<file path="config.mk">
export PLATFORM = sky130hd
export DESIGN_NAME = num_sequencer
export DESIGN_NICKNAME = d
export VERILOG_FILES = /design/src/rtl/num_pkg.sv /design/src/rtl/num_decode.sv /design/src/rtl/num_sequencer.sv
export SDC_FILE = /design/constraint.sdc
export NUM_CORES = 1
export LEC_CHECK = 0
export CAP_MARGIN = 20
export CORE_ASPECT_RATIO = 1.75
export CORE_MARGIN = 2
export CORE_UTILIZATION = 45
export DETAILED_ROUTE_END_ITERATION = 16
export PLACE_DENSITY = 0.75
export SETUP_SLACK_MARGIN = 0.4
export SYNTH_ARGS = -nofsm -noshare
export SYNTH_HDL_FRONTEND = slang
export SYNTH_SLANG_ARGS = --single-unit
</file>
<file path="constraint.sdc">
create_clock -name clk -period 2.31 [get_ports clk]
set_clock_uncertainty 0.2 [all_clocks]
set_input_delay 0.462 -clock clk [delete_from_list [all_inputs] [get_ports clk]]
set_output_delay 0.462 -clock clk [all_outputs]
set_load 0.02 [all_outputs]
</file>
<file path="src/rtl/num_pkg.sv">
// Shared definitions for the numbotron program sequencer: opcodes, FSM states
// and instruction field positions.
package num_pkg;

    // Opcode encodings
    localparam logic [1:0] OP_HALT  = 2'b00;
    localparam logic [1:0] OP_INC   = 2'b01;
    localparam logic [1:0] OP_DECJZ = 2'b10;
    localparam logic [1:0] OP_JMP   = 2'b11;

    // Instruction layout: {opcode, reg index, target}
    localparam int unsigned OP_W  = 2;
    localparam int unsigned REG_W = 2;

    typedef enum logic [2:0] {
        StIdle,
        StFetch,
        StDecode,
        StExec,
        StHalted
    } state_e;

    // LSB of the register-index field for a given target width
    function automatic int unsigned reg_lsb(input int unsigned pc_w);
        return pc_w;
    endfunction

    // LSB of the opcode field for a given target width
    function automatic int unsigned op_lsb(input int unsigned pc_w);
        return pc_w + REG_W;
    endfunction

endpackage

</file>
<file path="src/rtl/num_decode.sv">
// Combinational instruction decode: turns the latched instruction word and the
// register zero flags into strobe vectors and branch information.
module num_decode
    import num_pkg::*;
#(
    parameter int unsigned NREG = 4,
    parameter int unsigned PC_W = 4
) (
    input  logic [PC_W+3:0] ir,
    input  logic [NREG-1:0] reg_z,
    output logic [NREG-1:0] inc_vec,
    output logic [NREG-1:0] dec_vec,
    output logic            branch_taken,
    output logic [PC_W-1:0] next_pc,      // destination when branch_taken is set
    output logic            bad_idx,
    output logic            is_halt
);

    localparam int unsigned RegLsb = reg_lsb(PC_W);
    localparam int unsigned OpLsb  = op_lsb(PC_W);

    logic [OP_W-1:0]  op;
    logic [REG_W-1:0] ridx;
    logic [NREG-1:0]  sel_vec;
    logic             z_sel;

    assign op      = ir[OpLsb +: OP_W];
    assign ridx    = ir[RegLsb +: REG_W];
    assign next_pc = ir[PC_W-1:0];

    // One-hot select of the addressed register; empty when the index is out of range
    always_comb begin
        sel_vec = '0;
        for (int unsigned i = 0; i < NREG; i++) begin
            sel_vec[i] = (32'(ridx) == i);
        end
    end

    assign z_sel = |(reg_z & sel_vec);

    // Only register-addressing opcodes can carry a bad index
    assign bad_idx = ((op == OP_INC) || (op == OP_DECJZ)) && (32'(ridx) >= NREG);

    // Opcode decode into strobes and branch decision
    always_comb begin
        inc_vec      = '0;
        dec_vec      = '0;
        branch_taken = 1'b0;
        is_halt      = 1'b0;
        unique case (op)
            OP_HALT: begin
                is_halt = 1'b1;
            end
            OP_INC: begin
                if (!bad_idx) begin
                    inc_vec = sel_vec;
                end
            end
            OP_DECJZ: begin
                if (!bad_idx) begin
                    if (z_sel) begin
                        branch_taken = 1'b1;
                    end else begin
                        dec_vec = sel_vec;
                    end
                end
            end
            OP_JMP: begin
                branch_taken = 1'b1;
            end
            default: begin
                is_halt = 1'b0;
            end
        endcase
    end

endmodule

</file>
<file path="src/rtl/num_sequencer.sv">
// Program sequencer for the numbotron counter machine. Fetches from a
// synchronous ROM, decodes, and issues single-cycle inc/dec strobes to the
// register bank. All progress is gated by the slow-clock enable step.
module num_sequencer
    import num_pkg::*;
#(
    parameter int unsigned NREG  = 4,
    parameter int unsigned PC_W  = 4,
    parameter int unsigned CNT_W = 16
) (
    input  logic             clk,
    input  logic             rst,
    input  logic             step,
    input  logic             start,
    output logic [PC_W-1:0]  prog_addr,
    input  logic [PC_W+3:0]  prog_data,
    output logic [NREG-1:0]  reg_inc,
    output logic [NREG-1:0]  reg_dec,
    input  logic [NREG-1:0]  reg_z,
    output logic [PC_W-1:0]  pc,
    output logic             busy,
    output logic             halted,
    output logic             err,
    output logic [CNT_W-1:0] instr_count
);

    state_e           state_q, state_d;
    logic [PC_W-1:0]  pc_q, pc_d;
    logic [PC_W-1:0]  addr_q, addr_d;
    logic [PC_W+3:0]  ir_q, ir_d;
    logic [CNT_W-1:0] cnt_q, cnt_d;
    logic             err_q, err_d;
    logic             busy_q, busy_d;
    logic             halted_q, halted_d;

    logic [NREG-1:0]  inc_vec, dec_vec;
    logic             branch_taken, bad_idx, is_halt;
    logic [PC_W-1:0]  branch_pc;
    logic [PC_W-1:0]  exec_pc;
    logic             in_exec;

    num_decode #(
        .NREG (NREG),
        .PC_W (PC_W)
    ) u_decode (
        .ir           (ir_q),
        .reg_z        (reg_z),
        .inc_vec      (inc_vec),
        .dec_vec      (dec_vec),
        .branch_taken (branch_taken),
        .next_pc      (branch_pc),
        .bad_idx      (bad_idx),
        .is_halt      (is_halt)
    );

    // Address following the current instruction; pc+1 wraps silently
    always_comb begin
        if (branch_taken) begin
            exec_pc = branch_pc;
        end else if (is_halt) begin
            exec_pc = pc_q;
        end else begin
            exec_pc = pc_q + PC_W'(1);
        end
    end

    // Next-state logic; nothing moves unless step is high
    always_comb begin
        state_d = state_q;
        pc_d    = pc_q;
        addr_d  = addr_q;
        ir_d    = ir_q;
        cnt_d   = cnt_q;
        err_d   = err_q;
        if (step) begin
            unique case (state_q)
                StIdle, StHalted: begin
                    if (start) begin
                        state_d = StFetch;
                        pc_d    = '0;
                        addr_d  = '0;
                        cnt_d   = '0;
                        err_d   = 1'b0;
                    end
                end
                StFetch: begin
                    // prog_addr was loaded on entry; this step covers ROM latency
                    state_d = StDecode;
                end
                StDecode: begin
                    ir_d    = prog_data;
                    state_d = StExec;
                end
                StExec: begin
                    cnt_d = (cnt_q == '1) ? cnt_q : cnt_q + CNT_W'(1);
                    if (is_halt) begin
                        state_d = StHalted;
                    end else begin
                        state_d = StFetch;
                        pc_d    = exec_pc;
                        addr_d  = exec_pc;
                        if (bad_idx) begin
                            err_d = 1'b1;
                        end
                    end
                end
                default: begin
                    state_d = StIdle;
                end
            endcase
        end
        busy_d   = (state_d == StFetch) || (state_d == StDecode) || (state_d == StExec);
        halted_d = (state_d == StHalted);
    end

    // FSM state register
    always_ff @(posedge clk or posedge rst) begin
        if (rst) begin
            state_q <= StIdle;
        end else begin
            state_q <= state_d;
        end
    end

    // Datapath and status registers
    always_ff @(posedge clk or posedge rst) begin
        if (rst) begin
            pc_q     <= '0;
            addr_q   <= '0;
            ir_q     <= '0;
            cnt_q    <= '0;
            err_q    <= 1'b0;
            busy_q   <= 1'b0;
            halted_q <= 1'b0;
        end else begin
            pc_q     <= pc_d;
            addr_q   <= addr_d;
            ir_q     <= ir_d;
            cnt_q    <= cnt_d;
            err_q    <= err_d;
            busy_q   <= busy_d;
            halted_q <= halted_d;
        end
    end

    // Strobes decode from state, so an asynchronous reset drops them at once
    assign in_exec = (state_q == StExec) && step;
    assign reg_inc = in_exec ? inc_vec : '0;
    assign reg_dec = in_exec ? dec_vec : '0;

    assign prog_addr   = addr_q;
    assign pc          = pc_q;
    assign busy        = busy_q;
    assign halted      = halted_q;
    assign err         = err_q;
    assign instr_count = cnt_q;

endmodule

</file>
==> results.md <==
* Root Driver: clkbuf_8
* Initial cell density of the core at 0.472
* RSZ-0062 raised after global routing: true
* Status: completed
* Full die area at 4960 um2
* CP peak stage delay at 0.46 ns
* Post-place instance area at 2610 um2
* Count of different cell masters after synthesis at 49
* Warnings, synthesis at 0
* Leading cell types by total area after synthesis: dfrtp_1, mux2i_1, nand2_1, mux2_2, nor2_1
* Filler cell count in the final layout at about 340
* Element type at the critical path start: flop
* Die span in y at 91.7 um
* Clk_lat worst skew at roughly 0.28 ns
* CTS clock-pin slew for the worst setup and hold paths at 0.07 ns
* N_diodes at 0
* Maximum buffer depth of the clock tree at 2
* Endpoint kind of the worst setup timing path: output pin
* PnR worst setup slack at 0.0343 ns
* Max Slew Vio Count at 0
* Shortest clock period the worst path allows after layout at 2.28 ns
* # IOs at 51
* Most congested layer reported by global routing: met2
* Largest vdd supply drop at between 0.6 and 0.7 mV
* Nets in the synthesized netlist at 225
* Count of port buffers added during placement at slightly below 50
* Number of optimization iterations in the first detailed-route pass at 4
* 1st-iter DRT viols at 49
* Worst-path cell with the longest stage delay: dfrtp_2
* Die boundary width at 54.1 um
* Met2 global-route usage at 0.440
* Drt wl/cell at about 16 um
* Count of flip-flops with a built-in enable after synthesis at 0
* Area leader, netlist: dfrtp_1
* Vias per cell at between 5 and 6
* Fraction of synthesized cell area taken by the top area cell type at 0.418
* Remaining antenna violation count after routing at 0
* Number of sinks handled by clock tree synthesis at 33
* Number of buffers created by CTS at 5
* Combined area of all synthesized cells at a little under 2000 um2
* Final hold violation count at 0
* Design Area, Final at approximately 2900 um2
* Ratio of final minimum period to clock period at 0.985
* Class of the tightest hold or removal check: reg -> reg
* Maximum number of pins on one net before global-route repair at 34
* Kind of cell adding the most delay to the critical path: flip-flops
* Synth-to-layout area growth at 46.5%
* Power density cells at around 940 nW/um2
* Global-route wire length before repair at between 8000 and 9000 um
* Clock tree from TritonCTS: yes
* Grt total ovfl at 0
* Worst EP arrival at 1.61 ns
* Maximum net fanout on the critical path at 4
* FF+latch count, synth at 33
* # H-tree levels at 2
* Average cell area after synthesis at ~9.6 um2
* Number of global-route vias before repair at approximately 1800
* Sum of net half-perimeters after detailed placement at approximately 3700 um
* Share of cells above drive strength 1 at 0.302
* Sequential cell area fraction in the yosys report at 0.418
* Met1 track demand over resource at 0.231
* Count of endpoints failing setup in the final report at 0
* Critical path required time at approximately 1.7 ns
* GR met3 Demand/Resource at 0.0391
* Number of design rule violations left after detail routing at 0
* Core Region at 4190 um2
* Critical path start-end classification: reg -> out
* Routability congestion estimate at 0.827
* Buf+Inv Stages, Crit Path at 1
* Power after layout at roughly 0.0027 W
* Post-Synthesis Cells at 207
* Number of antenna violations at the first check in global routing at 0
* Number of max-capacitance violations reported at 0
* Maximum achievable frequency at 439 MHz
* Leakage component of the power at around 1.4 nW
* Sequence of cells on the critical path: mux2i_4 > a22o_1 > nand3_4 > nor2_1 > buf_4
* Number of hold-repair buffers added at the cts stage at 0
* Async set-or-reset flop fraction in the synthesized netlist at 1.00
* Routed wire length at approximately 5300 um
* Primary FF master, synth: dfrtp_1
* GRT Resource Usage Total at 0.229
* Floorplan row count at 31
* Worst Setup Slack post-DPL at -0.590 ns
* Routed via count at 1886
* Post-layout net count at ~300
## power by group
group / total (W) / switching [W] / internal (W)
logic: 0.00141 / 0.000709 / 0.000701
clock network: 0.000423 / 0.000215 / 0.000209
registers: 0.000883 / 0.000143 / 0.000741
total: 0.00272 / 0.00107 / 0.00165
## layer usage
layer,up-vias,routed length (um)
li1,893,-
met3,5,245
met1,931,1960
met5,-,0
met2,57,3040
met4,0,70
## cell usage after synthesis, types with 3 or more instances
cell type	count
dfrtp_1	33
nand2_1	30
nor2_1	14
mux2i_1	13
nand3_1	9
mux2_2	8
a21oi_1	7
nand2b_1	7
o31ai_1	7
and3_1	5
buf_4	5
inv_1	5
nor3_1	5
buf_2	4
nand4_1	4
o21ai_0	4
or4_1	4
nor2b_1	3
nor4_1	3
o41ai_1	3
## cells by family after synthesis
kind of cell / synth area share
other: 0.00190
buffers and inverters: 0.0538
adders and majority gates: 0.0127
and+or+nand+nor: 0.276
AOI/OAI and AO/OA: 0.120
DFF: 0.418
muxes: 0.118
## worst register-to-register path, stage by stage, from the launching register on
cell	delay, ns
dfrtp_2	0.47
mux2i_4	0.21
buf_4	0.13
buf_4	0.13
a221oi_4	0.28
buf_6	0.16
mux2i_1	0.19
o2bb2ai_1	0.08
## cell usage in the layout (no fill, tap or decap), types with 8 or more instances in the layout
cell type and count:
buf_4 31, nor2_1 12, mux2_2 8, dlygate4sd2_1 29, nand2_1 29, mux2i_1 12, dfrtp_1 31, clkdlybuf4s50_1 12
## sequential cells by signal, summed over array words and instances (netlist names)
signal and flops:
busy 1, prog_addr 4, ir_q 8, state_q 3, instr_count 16, halted 1
## timing repair
item,4_1_cts,5_1_grt
gates resized for setup,81,26
setup endpoints to repair,48,26
pin swaps,9,10
setup buffers,6,6
hold endpoints to repair,0,0
## final timing paths
path                                  end  slack (ns)  cells past startpoint    start
min in group asynchronous      state_q[2]        0.37                      3      rst
setup reg to reg             prog_addr[3]        0.33                      7  ir_q[5]
hold reg to reg                   ir_q[2]        0.31                      1  ir_q[2]
hold / removal                    ir_q[2]        0.31                      1  ir_q[2]
setup / recovery               reg_dec[2]        0.03                      5  ir_q[5]
max in group asynchronous  instr_count[8]        1.21                      3      rst
## cell type report
type                    instances  area, um2  area share
flip-flops and latches         33        828       0.286
clock buffers                   6       72.6      0.0251
inverters                       5       18.8     0.00648
multi-input cells             156       1220       0.421
repair buffers                 79        686       0.237
well taps                      49       61.3      0.0212
clock inverters                 2       10.0     0.00346
## metrics by stage
stage | hold slack [ns] | TNS [ns] | util | cells
after floorplan | 0.280 | 0 | - | 207
after global placement | 0.302 | -4.28 | 0.623 | 310
after detailed placement | 0.297 | -4.85 | 0.623 | 310
after CTS | 0.313 | 0 | 0.655 | 324
after global routing | 0.320 | -0.121 | 0.691 | 330
final | 0.310 | 0 | 0.691 | 330
Note: power is estimated with default switching activity, not from simulation.
